`src/rtl/mode_key_ctrl.sv`:
```
// Digital-clock button front end: per-key sync/debounce, major/minor mode
// state, increase pulses with auto-repeat, and an inactivity return to mode2=0.

// One key lane: 2-FF synchronizer followed by a debounce counter.
module mode_key_deb #(
  parameter int DEBOUNCE_CYCLES = 4
) (
  input  logic clk,
  input  logic reset_n,
  input  logic key_raw,
  output logic level
);
  localparam int CW = $clog2(DEBOUNCE_CYCLES);

  logic [1:0]    sync;
  logic [CW-1:0] cnt;

  // The level flips only after DEBOUNCE_CYCLES consecutive disagreeing samples.
  always_ff @(posedge clk or negedge reset_n) begin
    if (!reset_n) begin
      sync  <= '0;
      cnt   <= '0;
      level <= 1'b0;
    end else begin
      sync <= {sync[0], key_raw};
      if (sync[1] == level) begin
        cnt <= '0;
      end else if (cnt == CW'(DEBOUNCE_CYCLES - 1)) begin
        level <= sync[1];
        cnt   <= '0;
      end else begin
        cnt <= cnt + CW'(1);
      end
    end
  end
endmodule

module mode_key_ctrl #(
  parameter int DEBOUNCE_CYCLES = 4,
  parameter int REPEAT_DELAY    = 8,
  parameter int REPEAT_PERIOD   = 4,
  parameter int TIMEOUT_CYCLES  = 64,
  parameter int M2_LAST         = 2
) (
  input  logic       clk,
  input  logic       reset_n,
  input  logic       key_mode,
  input  logic       key_set,
  input  logic       key_inc,
  output logic [1:0] mode1,
  output logic [1:0] mode2,
  output logic       increase
);
  localparam int NUM_KEYS = 3;
  localparam int K_MODE   = 0;
  localparam int K_SET    = 1;
  localparam int K_INC    = 2;
  localparam int HOLD_MAX = (REPEAT_DELAY > REPEAT_PERIOD) ? REPEAT_DELAY : REPEAT_PERIOD;
  localparam int HW       = (HOLD_MAX > 2) ? $clog2(HOLD_MAX) : 1;
  localparam int TW       = (TIMEOUT_CYCLES > 2) ? $clog2(TIMEOUT_CYCLES) : 1;
  localparam logic [1:0] M2_TOP = 2'(M2_LAST);

  logic [NUM_KEYS-1:0] key_raw, key_lvl, key_lvl_d, key_press;
  logic p_mode, p_set, p_inc, inc_lvl, rep_start;

  logic [1:0]    mode1_nx, mode2_nx;
  logic          inc_nx;
  logic          rep_en, rep_en_nx, rep_first, rep_first_nx;
  logic [HW-1:0] hold_cnt, hold_nx, hold_tgt;
  logic [TW-1:0] tout_cnt, tout_nx;

  assign key_raw = {key_inc, key_set, key_mode};

  for (genvar i = 0; i < NUM_KEYS; i++) begin : g_key
    mode_key_deb #(.DEBOUNCE_CYCLES(DEBOUNCE_CYCLES)) u_deb (
      .clk     (clk),
      .reset_n (reset_n),
      .key_raw (key_raw[i]),
      .level   (key_lvl[i])
    );
  end

  assign key_press = key_lvl & ~key_lvl_d;
  assign p_mode    = key_press[K_MODE];
  assign p_set     = key_press[K_SET];
  assign p_inc     = key_press[K_INC];
  assign inc_lvl   = key_lvl[K_INC];
  // INC only starts a burst when it is the sole press and a field is selected.
  assign rep_start = p_inc & ~p_mode & ~p_set & (mode2 != 2'd0);
  assign hold_tgt  = rep_first ? HW'(REPEAT_DELAY - 1) : HW'(REPEAT_PERIOD - 1);

  // Next-state: press-driven mode changes, increase/repeat, then timeout.
  always_comb begin
    mode1_nx     = mode1;
    mode2_nx     = mode2;
    inc_nx       = 1'b0;
    rep_en_nx    = rep_en;
    rep_first_nx = rep_first;
    hold_nx      = hold_cnt;
    tout_nx      = tout_cnt;

    if (p_mode) begin
      mode1_nx  = mode1 + 2'd1;
      mode2_nx  = 2'd0;
      rep_en_nx = 1'b0;
    end else if (p_set) begin
      mode2_nx = (mode2 == M2_TOP) ? 2'd0 : mode2 + 2'd1;
    end

    if (rep_start) begin
      inc_nx       = 1'b1;
      rep_en_nx    = 1'b1;
      rep_first_nx = 1'b1;
      hold_nx      = '0;
    end else if (rep_en && !p_mode && inc_lvl && mode2_nx != 2'd0) begin
      if (hold_cnt == hold_tgt) begin
        inc_nx       = 1'b1;
        rep_first_nx = 1'b0;
        hold_nx      = '0;
      end else begin
        hold_nx = hold_cnt + HW'(1);
      end
    end

    // Any activity restarts the inactivity window.
    if ((|key_press) || inc_nx) begin
      tout_nx = '0;
    end else if (mode2 != 2'd0) begin
      if (tout_cnt == TW'(TIMEOUT_CYCLES - 1)) begin
        mode2_nx = 2'd0;
        tout_nx  = '0;
      end else begin
        tout_nx = tout_cnt + TW'(1);
      end
    end else begin
      tout_nx = '0;
    end

    // Release or leaving field-set mode ends the burst immediately.
    if (!inc_lvl || mode2_nx == 2'd0) begin
      rep_en_nx = 1'b0;
      hold_nx   = '0;
    end
  end

  // State and output registers.
  always_ff @(posedge clk or negedge reset_n) begin
    if (!reset_n) begin
      mode1     <= '0;
      mode2     <= '0;
      increase  <= 1'b0;
      rep_en    <= 1'b0;
      rep_first <= 1'b0;
      hold_cnt  <= '0;
      tout_cnt  <= '0;
      key_lvl_d <= '0;
    end else begin
      mode1     <= mode1_nx;
      mode2     <= mode2_nx;
      increase  <= inc_nx;
      rep_en    <= rep_en_nx;
      rep_first <= rep_first_nx;
      hold_cnt  <= hold_nx;
      tout_cnt  <= tout_nx;
      key_lvl_d <= key_lvl;
    end
  end
endmodule

```
`config.mk`:
```
export PLATFORM = sky130hd
export DESIGN_NAME = mode_key_ctrl
export DESIGN_NICKNAME = d
export VERILOG_FILES = /design/src/rtl/mode_key_ctrl.sv
export SDC_FILE = /design/constraint.sdc
export NUM_CORES = 1
export LEC_CHECK = 0
export BUFFER_PORTS_ARGS = -buffer_cell sky130_fd_sc_hd__buf_4
export CAP_MARGIN = 20
export CORE_ASPECT_RATIO = 0.6
export CORE_MARGIN = 2
export CORE_UTILIZATION = 50
export CTS_CLUSTER_SIZE = 8
export DETAILED_ROUTE_END_ITERATION = 7
export PLACE_DENSITY = 0.71
export SYNTH_ARGS = -nofsm -noshare
export SYNTH_HDL_FRONTEND = slang
export SYNTH_SLANG_ARGS = --single-unit
```
`constraint.sdc`:
```
create_clock -name clk -period 1.8 [get_ports clk]
set_clock_uncertainty 0.2 [all_clocks]
set_input_delay 0.36 -clock clk [delete_from_list [all_inputs] [get_ports clk]]
set_output_delay 0.36 -clock clk [all_outputs]
set_load 0.01 [all_outputs]
```
==> impl_results.md, run 1 <==
- Fraction of layout cells with a size suffix above 1: 0.231
- Internal reg-to-reg setup slack: 0.07 ns
- Reg2Reg Launch Point: tout_cnt[0]
- Final wirelength: 2210 um
- Overall global routing resource usage: 0.165
- F_max: 0.578 GHz
- Slew Viols, Final: 0
- Antenna violation net count after detailed routing: 0
- CTS root buf: clkbuf_8
- Mapped Cells: 110
- YS warnings: 0
- Max-cap viol count: 0
- CORE AREA: 0.00257 mm^2
- Final period util: 0.961
- Most common flop cell mapped by yosys: dfrtp_1
- Initial Util: 0.541
- Crit. End Element: flop
- Final setup vio count: 0
- Ant diodes: 0
- RD Place Congestion: between 0.8 and 0.9
- Syn_area_per_cell: 12.7 um^2
- Critical Path End: hold_cnt[2]
- Complex-gate fraction of the synthesized area: 0.0674
- Status: completed
- Min Hold Slack: ~0.15 ns
- Tightest Pin Transition: 0.411 ns
- Reg2reg end: hold_cnt[2]
- Clock slew at reported path FFs: ~0.06 ns
- Residual DRC: 0
- Post-Route Utilization: 0.644
- Final hold vios: 0
- Die W: 72.1 um
- Crit path DAT: 1.72 ns
- Vias: 869
- Num rows: 14
- Layout area overhead: 19.1%
- Critical path type: reg -> reg
- Crit Path Max Fanout: 3
- TritonCTS Buffers: 5
- Initial antenna violation count: 0
- Register area share after synthesis: 0.611
- CTS H-Tree Depth: 2
- First-pass GRT wire length: 3790 um
- Slew HR: 0.726
- Post-Synth Adder-Cell Area: 0.0449
- Simple-Gate Fraction of Synth Area: 0.152
- DP Cell Count: 153
- DP Area: roughly 0.0015 mm^2
- TNS Setup: 0 ns
- Distinct cells, synth: 31
- Synth Register Bits: 34
- DR WL/cell: 13.3 um
- CP Data Required Time: 1.79 ns
- Number of synthesized flops with an enable pin: 0
- Max clock buf depth: 2
- Die area: 0.00324 mm^2
- Vias per cell: 5.23
- CTS tree: yes
- Die Span Y: 44.9 um
- Asr flop ratio synth: 1.00
- Post-synthesis mux area share: 0.0413
- Worst skew pair latency: 0.28 ns
- Worst min path class: reg -> reg
- Pin count of the biggest net entering global routing: 35
- Initial DRC count: 64
- Setup crit start kind: flop
- Pwr Density: between 1000 and 1500 mW/mm^2
- Post-Syn Nets: 120
- Fin crit period: between 1.5 and 2 ns
- Hpwl dp: 1520 um
- XOR/XNOR Fraction of Synth Area: 0.0692
- VDD IR-drop max: 682 uV
- IO buf count: 9
- Final instance area: 0.00166 mm^2
- Vias in the first global route: 829
- Combinational family with the most area after synthesis: simple AND/OR/NAND/NOR gates
- CP startpoint: tout_cnt[0]
- Mapped cell area: 0.00139 mm^2
- Clock sink total: 34
- Final #Nets: 143
- Gr ovfl total: 0
- I/O Pins: 10
- Pleak: between 0.7 and 0.8 nW
- Detailed Routing Iterations Pass 1: 4
- Worst r2r path cells: 6
- Final std cells w/o fill: roughly 170
## critical path, cell delays in order, from the launching register on
cell and delay (ns):
dfrtp_1 0.39, ha_1 0.22, and3_1 0.19, buf_4 0.14, o2111ai_1 0.17, a21oi_2 0.13, nor3_1 0.20
## flip-flops by register name, indices dropped and copies added, names as in the netlist
register and count:
g_key.u_deb.cnt 6, tout_cnt 6, hold_cnt 3, rep_en 1, g_key.u_deb.sync 6, increase 1, mode1 2, key_lvl_d 3
g_key.u_deb.level 3, mode2 2, rep_first 1
## metrics by stage
| step | worst slack (ns) | power (mW) |
|---|---|---|
| floorplan | 0.0740 | 1.65 |
| CTS | 0.00654 | 2.49 |
| finish | 0.0701 | 2.48 |
| detailed placement | 0.00956 | 1.90 |
| global route | -0.000951 | 2.65 |
| global placement | 0.0625 | 1.87 |
## area by class of cell
class	count	area (um^2)
Timing Repair Buffer	18	145
Inverter	1	3.75
Clock buffer	7	86.3
Sequential cell	34	851
Tap cell	32	40.0
Multi-Input combinational cell	73	528
Clock inverter	1	5.00
Fill cell	200	916
## layout by cell type, fill, tap and decap left out, drive strengths merged, types with 2 or more instances in the layout
cell         Yosys  layout
a21oi            5       5
mux2i            2       2
or2              2       2
nor2b            4       4
buf              2      14
a311oi           2       2
xnor2            9       9
nand2b           3       3
nor2            10      10
nor3             5       5
nand3            4       4
xor2             2       2
clkbuf           0       7
nand4            2       2
mux2             3       3
and3             2       2
ha               5       5
dlygate4sd3      0       4
dfrtp           34      34
nand2            4       4
nor3b            2       2
## logic make-up after synthesis
group,count (synthesis)
AO/OA/AOI/OAI,13
adder cells (fa/ha/maj),5
flip-flops,34
multiplexers,5
AND/OR/NAND/NOR,39
XOR/XNOR,11
buffers and inverters,3
## routing by layer
layer | vias up | routed length [um] | global-route usage
met5 | - | 0 | 0
met4 | 0 | 39 | 0.0906
met3 | 5 | 139 | 0.0692
met2 | 24 | 895 | 0.224
met1 | 412 | 1130 | 0.224
li1 | 428 | - | -
## how the worst min path moves through the flow
stage,from,end,slack [ns],cells after the start
5_1_grt,g_key[0].u_deb.sync[0],g_key[0].u_deb.sync[1],0.16,0
2_1_floorplan,reset_n,g_key[0].u_deb.cnt[0],-0.14,0
6_report,g_key[0].u_deb.sync[0],g_key[0].u_deb.sync[1],0.15,0
3_5_place_dp,reset_n,g_key[0].u_deb.sync[0],0.12,1
3_3_place_gp,reset_n,g_key[0].u_deb.sync[0],0.12,1
4_1_cts,g_key[1].u_deb.sync[0],g_key[1].u_deb.sync[1],0.15,0
## where the power goes
part	switching (mW)	internal, mW	total [mW]
clock	0.257	0.308	0.565
sequential	0.136	0.964	1.10
combinational	0.423	0.395	0.818
total	0.816	1.67	2.48
## Yosys cell counts (2+ instances only)
cell,n,area (um^2)
a311oi_1,2,17.5
nor2b_1,4,25.0
nand2_1,4,15.0
nand4_1,2,12.5
xnor2_1,9,78.8
dfrtp_1,34,851
nand2b_1,3,18.8
ha_1,5,62.6
a21oi_1,5,25.0
xor2_1,2,17.5
and3_1,2,12.5
nor2_1,10,37.5
nand3_1,3,15.0
nor3_1,5,25.0
nor3b_1,2,15.0
mux2_2,3,33.8
## what timing repair did
action,4_1_cts,5_1_grt
hold buffers,4,0
gates resized for setup,0,2
setup buffers,0,1
hold endpoints to repair,37,0
endpoints found under the setup margin,0,9
No activity file was read; power rests on OpenSTA's default activity.
==> inputs of run 2 (changes only) <==
--- a/config.mk
+++ b/config.mk
@@ -7,12 +7,16 @@
 export LEC_CHECK = 0
 export BUFFER_PORTS_ARGS = -buffer_cell sky130_fd_sc_hd__buf_4
 export CAP_MARGIN = 20
+export CELL_PAD_IN_SITES_DETAIL_PLACEMENT = 0
+export CELL_PAD_IN_SITES_GLOBAL_PLACEMENT = 2
 export CORE_ASPECT_RATIO = 0.6
 export CORE_MARGIN = 2
-export CORE_UTILIZATION = 50
+export CORE_UTILIZATION = 38
+export CTS_BUF_LIST = sky130_fd_sc_hd__clkbuf_8
 export CTS_CLUSTER_SIZE = 8
 export DETAILED_ROUTE_END_ITERATION = 7
-export PLACE_DENSITY = 0.71
+export PLACE_DENSITY_LB_ADDON = 0.1
+export REMOVE_ABC_BUFFERS = 1
 export SYNTH_ARGS = -nofsm -noshare
 export SYNTH_HDL_FRONTEND = slang
 export SYNTH_SLANG_ARGS = --single-unit
==> run 2 against run 1 <==
First-iteration DRC count down 48%; global-route usage decreased by 3.3 points; clock-buffer cell count is 1 lower; critical path depth is 1 lower; highest routed layer unchanged; worst setup slack better by 0.0099 ns; non-clock buffer count grew 1; largest power group unchanged.
==> impl_results.md, run 2 (same netlist as run 1, synthesis figures left out) <==
- Status: completed
- Die Span Y: 50.9 um (+13%)
- Reg2Reg Launch Point: tout_cnt[0]
- Worst min path class: reg -> reg
- Layout area overhead: 21.7%
- IO buf count: 9 (unchanged)
- TNS Setup: 0 ns (unchanged)
- DR WL/cell: 12.9 um (-2.6%)
- Tightest Pin Transition: 0.420 ns (+0.00888 ns)
- Slew Viols, Final: 0 (unchanged)
- Final hold vios: 0 (unchanged)
- Detailed Routing Iterations Pass 1: 4 (unchanged)
- First-pass GRT wire length: 4040 um (+6.5%)
- Met2 Use GR: 0.184 (-0.0396)
- Fraction of layout cells with a size suffix above 1: 0.259 (+0.0279)
- CTS H-Tree Depth: 2 (unchanged)
- GR peak layer: met1
- Worst Min Path Start: g_key[1].u_deb.sync[0]
- RD Place Congestion: 0.753 (-8.0%)
- CP Data Required Time: 1.81 ns (+0.02 ns)
- Ant diodes: 0 (unchanged)
- Final wirelength: 2330 um (+5.6%)
- Commonest non-fill, non-tap cell in the layout: dfrtp_1
- Slew HR: 0.720 (-0.00592)
- CTS tree: yes
- Clock sink total: 34 (unchanged)
- Met1 usage: 0.188 (-0.0362)
- RSZ-0062 raised after global routing: false
- Critical path type: reg -> reg
- CP startpoint: tout_cnt[0]
- Pwr Density: 1470 mW/mm^2 (-1.6%)
- Final period util: 0.956 (-0.00547)
- Crit. End Element: flop
- Overall global routing resource usage: 0.131 (-0.0335)
- Reg2reg end: tout_cnt[0]
- Antenna violation net count after detailed routing: 0 (unchanged)
- Crit Path Max Fanout: 5 (+2)
- Vias per cell: 5.06 (-3.3%)
- Die W: 82.2 um (+14%)
- Final #Nets: 144 (+0.70%)
- Max-cap viol count: 0 (unchanged)
- Top Registers: g_key.u_deb.cnt x6, g_key.u_deb.sync x6, tout_cnt x6
- Pin count of the biggest net entering global routing: 35 (unchanged)
- Vias in the first global route: 878 (+5.9%)
- Die area: 0.00418 mm^2 (+29%)
- I/O Pins: 10 (unchanged)
- Total chip power: 2.50 mW (+0.52%)
- CORE AREA: 0.00338 mm^2 (+31%)
- Setup crit start kind: flop
- Crit path DAT: 1.73 ns (about the same)
- Internal reg-to-reg setup slack: 0.08 ns (about the same)
- Num rows: 16 (+2)
- Hpwl dp: 1610 um (+5.8%)
- Worst r2r path cells: 5 (-1)
- Met3 Use GR: 0.0530 (-0.0162)
- Fin crit period: 1.72 ns (-0.00985 ns)
- Initial DRC count: 33 (-48%)
- Residual DRC: 0 (unchanged)
- F_max: 0.581 GHz (+0.57%)
- Critical Path End: tout_cnt[0]
- CTS root buf: clkbuf_8
- Most frequent cells in the layout: 34 x dfrtp_1, 15 x buf_4, 9 x nor2_1, 9 x xnor2_1, 6 x clkbuf_8
- Worst skew pair latency: 0.28 ns (about the same)
- Vias: 911 (+4.8%)
- Gr ovfl total: 0 (unchanged)
- Initial antenna violation count: 0 (unchanged)
- Pleak: 0.737 nW (+0.48%)
- Initial Util: 0.412 (-0.129)
- Max clock buf depth: 2 (unchanged)
- TritonCTS Buffers: 5 (unchanged)
- Final setup vio count: 0 (unchanged)
- Clock slew at reported path FFs: 0.07 ns (about the same)
- VDD IR-drop max: 738 uV (+8.2%)
[run 2: cell types whose count changed in the layout (fill, tap and decap cells not counted)]
cell | before | now
ha_1 | 5 | 4
and3_1 | 2 | 0
inv_1 | 1 | 2
buf_4 | 14 | 15
clkbuf_1 | 1 | 0
and3_4 | 0 | 2
ha_2 | 0 | 1
[run 2: how the worst min path moves through the flow]
stage / slack [ns] / to / depth (start not counted)
3_5_place_dp: 0.13 / g_key[0].u_deb.sync[1] / 1
5_1_grt: 0.17 / g_key[1].u_deb.sync[1] / 0
6_report: 0.15 / g_key[1].u_deb.sync[1] / 0
4_1_cts: 0.16 / g_key[1].u_deb.sync[1] / 0
2_1_floorplan: -0.14 / g_key[0].u_deb.cnt[0] / 0
3_3_place_gp: 0.12 / g_key[0].u_deb.sync[0] / 1
[run 2: metal layers]
layer | vias to the layer above | part of all wire
li1 | 434 | -
met1 | 455 | 0.52
met2 | 18 | 0.41
met3 | 4 | 0.055
met4 | 0 | 0.0086
met5 | - | 0
[run 2: area by class of cell]
class	instances	area, um^2
Clock buffer	6	82.6
Clock inverter	2	8.76
Fill cell	294	1690
Inverter	1	3.75
Multi-Input combinational cell	73	541
Sequential cell	34	851
Tap cell	45	56.3
Timing Repair Buffer	19	153
[run 2: per-stage QoR]
| step | hold WS, ns | util | instances | cell area [um^2] | setup WS [ns] |
|---|---|---|---|---|---|
| after floorplan | -0.136 | - | 108 | 1380 | 0.0740 |
| after global placement | 0.124 | 0.455 | 167 | 1540 | 0.0505 |
| after detailed placement | 0.129 | 0.455 | 167 | 1540 | 0.00134 |
| after CTS | 0.159 | 0.493 | 179 | 1670 | 0.0207 |
| after global routing | 0.171 | 0.501 | 180 | 1700 | 0.00253 |
| final | 0.153 | 0.501 | 180 | 1700 | 0.0800 |
[run 2: power by group]
part	switching [mW]	internal (mW)	leakage, nW
Clock	0.258	0.303	0.0524
Combinational	0.441	0.405	0.253
Sequential	0.125	0.964	0.432
[run 2: timing repair]
item	4_1_cts	5_1_grt
buffers inserted	0	1
hold buffers	4	0
setup endpoints to repair	1	9
pin swaps	1	4
hold endpoints to repair	37	0
resized for setup	0	5
[run 2: worst max-delay path, stage by stage (launching register included)]
cell and delay (ns):
dfrtp_1 0.40, ha_2 0.19, and3_4 0.18, and3_4 0.17, a311o_1 0.39, nor2_1 0.12
